$ cat src/rtl/glitch_pulse_scheduler.sv
// Clock-glitch sequencer: waits for a synchronised trigger rise, counts a delay, then emits
// REPEAT glitch pulses of WIDTH cycles separated by GAP cycles on a registered glitch_out.
module glitch_pulse_scheduler #(
  parameter int CNT_W       = 32,
  parameter int REP_W       = 8,
  parameter int SYNC_STAGES = 2
) (
  input  logic             clk,
  input  logic             resetn,
  input  logic             cfg_we,
  input  logic [2:0]       cfg_addr,
  input  logic [CNT_W-1:0] cfg_wdata,
  output logic [CNT_W-1:0] cfg_rdata,
  input  logic             arm,
  input  logic             abort,
  input  logic             trigger,
  output logic             glitch_out,
  output logic             busy,
  output logic             done,
  output logic [1:0]       status,
  output logic [REP_W-1:0] pulse_cnt,
  output logic [2:0]       dbg_state
);

  typedef enum logic [2:0] {
    S_IDLE  = 3'd0,
    S_ARMED = 3'd1,
    S_DELAY = 3'd2,
    S_PULSE = 3'd3,
    S_GAP   = 3'd4,
    S_DONE  = 3'd5
  } state_t;

  state_t                 state_q, state_d;
  logic [CNT_W-1:0]       cnt_q, cnt_d;
  logic [CNT_W-1:0]       delay_r, width_r, gap_r;
  logic [REP_W-1:0]       repeat_r;
  logic [REP_W-1:0]       pcnt_d;
  logic [1:0]             status_d;
  logic [SYNC_STAGES-1:0] sync_q;
  logic                   trig_q;
  logic                   trig_rise, trig_low, active, cfg_ok;
  logic [CNT_W-1:0]       width_m1, gap_m1;
  logic [REP_W-1:0]       rep_eff;

  // Edge detector works purely on flopped values, so the decision costs no extra cycle.
  assign trig_rise = sync_q[SYNC_STAGES-1] & ~trig_q;
  assign trig_low  = ~sync_q[SYNC_STAGES-1];

  assign busy      = (state_q == S_ARMED) || (state_q == S_DELAY) ||
                     (state_q == S_PULSE) || (state_q == S_GAP);
  assign done      = (state_q == S_DONE);
  assign active    = (state_q == S_DELAY) || (state_q == S_PULSE) || (state_q == S_GAP);
  assign cfg_ok    = cfg_we && !busy;
  assign dbg_state = state_q;

  // Zero-valued WIDTH/GAP/REPEAT are treated as one.
  assign width_m1 = (width_r == '0) ? '0 : width_r - CNT_W'(1);
  assign gap_m1   = (gap_r == '0) ? '0 : gap_r - CNT_W'(1);
  assign rep_eff  = (repeat_r == '0) ? REP_W'(1) : repeat_r;

  always_ff @(posedge clk or negedge resetn) begin
    if (!resetn) begin
      sync_q <= '0;
      trig_q <= 1'b0;
    end else begin
      sync_q <= (sync_q << 1) | SYNC_STAGES'(trigger);
      trig_q <= sync_q[SYNC_STAGES-1];
    end
  end

  always_ff @(posedge clk or negedge resetn) begin
    if (!resetn) begin
      delay_r  <= '0;
      width_r  <= CNT_W'(1);
      gap_r    <= CNT_W'(1);
      repeat_r <= REP_W'(1);
    end else if (cfg_ok) begin
      case (cfg_addr)
        3'd0:    delay_r  <= cfg_wdata;
        3'd1:    width_r  <= cfg_wdata;
        3'd2:    gap_r    <= cfg_wdata;
        3'd3:    repeat_r <= cfg_wdata[REP_W-1:0];
        default: ;
      endcase
    end
  end

  always_ff @(posedge clk or negedge resetn) begin
    if (!resetn) begin
      state_q    <= S_IDLE;
      cnt_q      <= '0;
      pulse_cnt  <= '0;
      status     <= 2'd0;
      glitch_out <= 1'b0;
    end else begin
      state_q    <= state_d;
      cnt_q      <= cnt_d;
      pulse_cnt  <= pcnt_d;
      status     <= status_d;
      glitch_out <= (state_d == S_PULSE);
    end
  end

  always_comb begin
    state_d  = state_q;
    cnt_d    = cnt_q;
    pcnt_d   = pulse_cnt;
    status_d = status;
    // Abort outranks trigger loss; both outrank normal sequencing.
    if (busy && abort) begin
      state_d  = S_DONE;
      status_d = 2'd2;
    end else if (active && trig_low) begin
      state_d  = S_DONE;
      status_d = 2'd3;
    end else begin
      case (state_q)
        S_IDLE: begin
          if (arm && !abort) begin
            state_d  = S_ARMED;
            pcnt_d   = '0;
            status_d = 2'd0;
          end
        end
        S_ARMED: begin
          if (trig_rise) begin
            state_d = S_DELAY;
            cnt_d   = delay_r;
          end
        end
        S_DELAY, S_GAP: begin
          if (cnt_q == '0) begin
            state_d = S_PULSE;
            cnt_d   = width_m1;
          end else begin
            cnt_d = cnt_q - CNT_W'(1);
          end
        end
        S_PULSE: begin
          if (cnt_q == '0) begin
            pcnt_d = (pulse_cnt == '1) ? pulse_cnt : pulse_cnt + REP_W'(1);
            if (({1'b0, pulse_cnt} + (REP_W+1)'(1)) == {1'b0, rep_eff}) begin
              state_d  = S_DONE;
              status_d = 2'd1;
            end else begin
              state_d = S_GAP;
              cnt_d   = gap_m1;
            end
          end else begin
            cnt_d = cnt_q - CNT_W'(1);
          end
        end
        S_DONE: begin
          if (abort) begin
            state_d = S_DONE;
          end else if (arm) begin
            state_d  = S_ARMED;
            pcnt_d   = '0;
            status_d = 2'd0;
          end else if (cfg_we && cfg_addr == 3'd4) begin
            state_d = S_IDLE;
          end
        end
        default: state_d = S_IDLE;
      endcase
    end
  end

  always_comb begin
    cfg_rdata = '0;
    case (cfg_addr)
      3'd0:    cfg_rdata = delay_r;
      3'd1:    cfg_rdata = width_r;
      3'd2:    cfg_rdata = gap_r;
      3'd3:    cfg_rdata = CNT_W'(repeat_r);
      3'd4:    cfg_rdata = CNT_W'({pulse_cnt, status, done, busy});
      default: cfg_rdata = '0;
    endcase
  end

endmodule

$ cat config.mk
export PLATFORM = sky130hd
export DESIGN_NAME = glitch_pulse_scheduler
export DESIGN_NICKNAME = d
export VERILOG_FILES = /design/src/rtl/glitch_pulse_scheduler.sv
export SDC_FILE = /design/constraint.sdc
export NUM_CORES = 1
export LEC_CHECK = 0
export ABC_AREA = 1
export CAP_MARGIN = 20
export CORE_UTILIZATION = 60
export DETAILED_ROUTE_END_ITERATION = 16
export PLACE_DENSITY = 0.91
export SLEW_MARGIN = 0
export SYNTH_ARGS = -nofsm -noshare
export SYNTH_HDL_FRONTEND = slang
export SYNTH_SLANG_ARGS = --single-unit
$ cat constraint.sdc
create_clock -name clk -period 6 [get_ports clk]
set_clock_uncertainty 0.15 [all_clocks]
set_input_delay 0.6 -clock clk [delete_from_list [all_inputs] [get_ports clk]]
set_output_delay 0.6 -clock clk [all_outputs]
set_load 0.005 [all_outputs]
==> flow_summary_export.csv <==
group,metric,value,unit
run,maxCapViolCount,0,
yosys,synth_cell_types,44,
floorplanning,ios,89,
cts,cts_sinks,153,
sta,rsz0062_at_grt,"false",
sta,slew_violations,0,
drt,antenna_left,0,
cts,htree_levels,4,
placed_design,placed_cells,1958,
final_layout,synthToLayoutAreaGrowth,15.35,%
sta,hold_viol,0,
yosys,ys_ff_latch,153,
drt,wl_met3,5.226,mm
drt,met2_length,16.24,mm
yosys,synth_edf_count,0,
worst_setup_path,endpoint_kind,"output port",
pwr,ir_worst_vdd,427.5,uV
sta,finalSetupViolCount,0,
worst_setup_path,reg2reg_slack,2.25,ns
cts,path_clk_slew,0.07,ns
sta,tightest_slew,1.012,ns
final_layout,finalNonFillerCells,1992,
drt,drt-initial-drc-count,1683,
placed_design,dp_hpwl,29.11,mm
floorplanning,start_util,61.74,%
yosys,syn-num-nets,1732,
worst_setup_path,path_max_fanout,26,
drt,drt_wl_total,38.74,mm
drt,post_drt_wl_per_cell,19.45,um
yosys,synth_area,0.01075,sq mm
yosys,synthArstFlopShare,100.0,%
floorplanning,die_height,135.9,um
floorplanning,fp.dieArea,0.01846,sq mm
cts,cts_hold_buf,0,
sta,relSlewSlack,32.26,%
floorplanning,rows,48,
yosys,yosys_warnings,0,
sta,setup_tns,0,ns
worst_setup_path,crit_arrival,3.62,ns
final_layout,fillerInstances,1467,
cts,cts_tree,"built",
pwr,p_leak,5.900,nW
drt,viasPerCell,5.982,
sta,fmax,228.6,MHz
global_routing,grt_max_degree,86,
final_layout,drive_gt1_share,4.584,%
worst_setup_path,r2r_start,"dbg_state[1]",
sta,finalCritPeriodShare,72.91,%
worst_setup_path,crit_type,"input port to output port",
cts,cts.repair.resized,0,
min_path,hold_class,"input port to async pin",
run_status,outcome,"finished, final reports clean",
yosys,synth_area_leaders,"dfrtp_1, nand2_1, nor2_1",
final_layout,nets,1801,
cts,clock-root-buffer,"clkbuf_16",
global_routing,grt_pass1_vias,10810,
cts,cts_buffer_depth,2,
placed_design,place.port_buffers,88,
worst_setup_path,cp-start-kind,"input port",
yosys,yosysTopAreaCellShare,34.91,%
pwr,p_per_area,506.6,mW/mm^2
drt,dr.max_layer_used,"met4",
cts,post-cts-setup-buffer-count,0,
global_routing,grt_pass1_wl,59.90,mm
placed_design,gp_congestion,1.018,
sta,min_period,4.374,ns
global_routing,antenna_found_initial,1,
drt,first_pass_iters,7,
final_layout,diodes,0,
yosys,yosysTopAreaCell,"dfrtp_1",
drt,drc,0,
yosys,netlist_instances,1685,
floorplanning,die_w,135.9,um
cts,clk_latency,0.44,ns
final_layout,final_cell_mix,"nand2_1, nor2_1, inv_1",
floorplanning,coreArea,0.01742,sq mm
yosys,synth_flop_cell,"dfrtp_1",
yosys,yosysSeqAreaShare,35.64,%
final_layout,final_common_cell,"nand2_1",
drt,vias,11920,
drt,wl_met1,16.10,mm
yosys,syn-mean-instance-area,6.381,sq um
worst_setup_path,crit_path_start,"cfg_addr[2]",
global_routing,grt_usage,43.28,%
global_routing,overflow,0,
worst_setup_path,cp.required,5.25,ns
cts,cts_buffers,17,
==> where the power goes <==
group	total, mW	switching, mW	internal [mW]
Clock	1.12	0.491	0.628
Sequential	2.23	0.763	1.46
Combinational	2.94	1.92	1.01
==> final timing paths <==
check	endpoint	depth (start not counted)
min	width_r[7]	1
min reg2reg	sync_q[1]	0
max	cfg_rdata[5]	8
min in group clk	sync_q[1]	0
max in group asynchronous	gap_r[28]	2
max reg2reg	cnt_q[4]	11
==> cell usage after synthesis, types with 7 or more instances <==
cell type  number
a21oi_1        21
a22oi_1         7
buf_2           7
clkbuf_1       35
dfrtp_1       150
inv_1         172
nand2_1       583
nand2_2         7
nand3_1       153
nand4_1        16
nor2_1        234
nor3_1         14
o2111ai_1      10
o211ai_1       13
o21ai_0        98
o21ai_1        51
o221ai_1       10
xnor2_1        15
xor2_1         26
==> layout make-up <==
type,instances,area [sq um],area share (%)
Inverter,178,674.4,5.437
Sequential cell,153,3832,30.90
Tap cell,225,281.5,2.270
Timing Repair Buffer,97,974.7,7.858
Multi-Input combinational cell,1307,6043,48.72
Clock buffer,17,425.4,3.430
Clock inverter,15,171.4,1.382
==> worst max-delay path: stages <==
cell and delay (ns):
clkdlybuf4s50_1 0.54, inv_1 0.07, nand2_1 0.39, clkinv_1 0.83, a22o_1 0.44, a21oi_1 0.11, o221ai_1 0.13, clkdlybuf4s50_1 0.48
==> flip-flops by register name (all words and copies together), names as in the netlist <==
register and cells:
width_r 32, sync_q 2, cnt_q 32, trig_q 1, gap_r 32, glitch_out 1, pulse_cnt 8, dbg_state 3
repeat_r 8, status 2, delay_r 32
==> stage by stage <==
step	total power, mW	cell area [sq um]	hold slack [ns]	setup slack [ns]	utilization (%)
after global placement	4.884	11770	0.1977	1.753	67.56
after CTS	6.134	12360	0.08804	1.722	70.98
after floorplan	3.889	10750	0.1544	3.443	-
final	6.283	12400	0.03713	1.626	71.21
after global routing	6.668	12400	0.1213	1.502	71.21
after detailed placement	4.976	11770	0.1904	1.726	67.56
==> cells by family after synthesis <==
family,synth area share (%)
XOR/XNOR,3.340
flip-flops,35.64
adder cells (fa/ha/maj),0.6981
AO/OA/AOI/OAI,12.45
AND/OR/NAND/NOR,39.67
buffers and inverters,8.203
==> per-layer routing <==
| layer | track usage (%) | up-vias |
|---|---|---|
| li1 | - | 5550 |
| met1 | 62.97 | 5470 |
| met2 | 62.36 | 794 |
| met3 | 11.11 | 103 |
| met4 | 14.01 | 0 |
| met5 | 0 | - |
(Power assumes the default switching activity.)
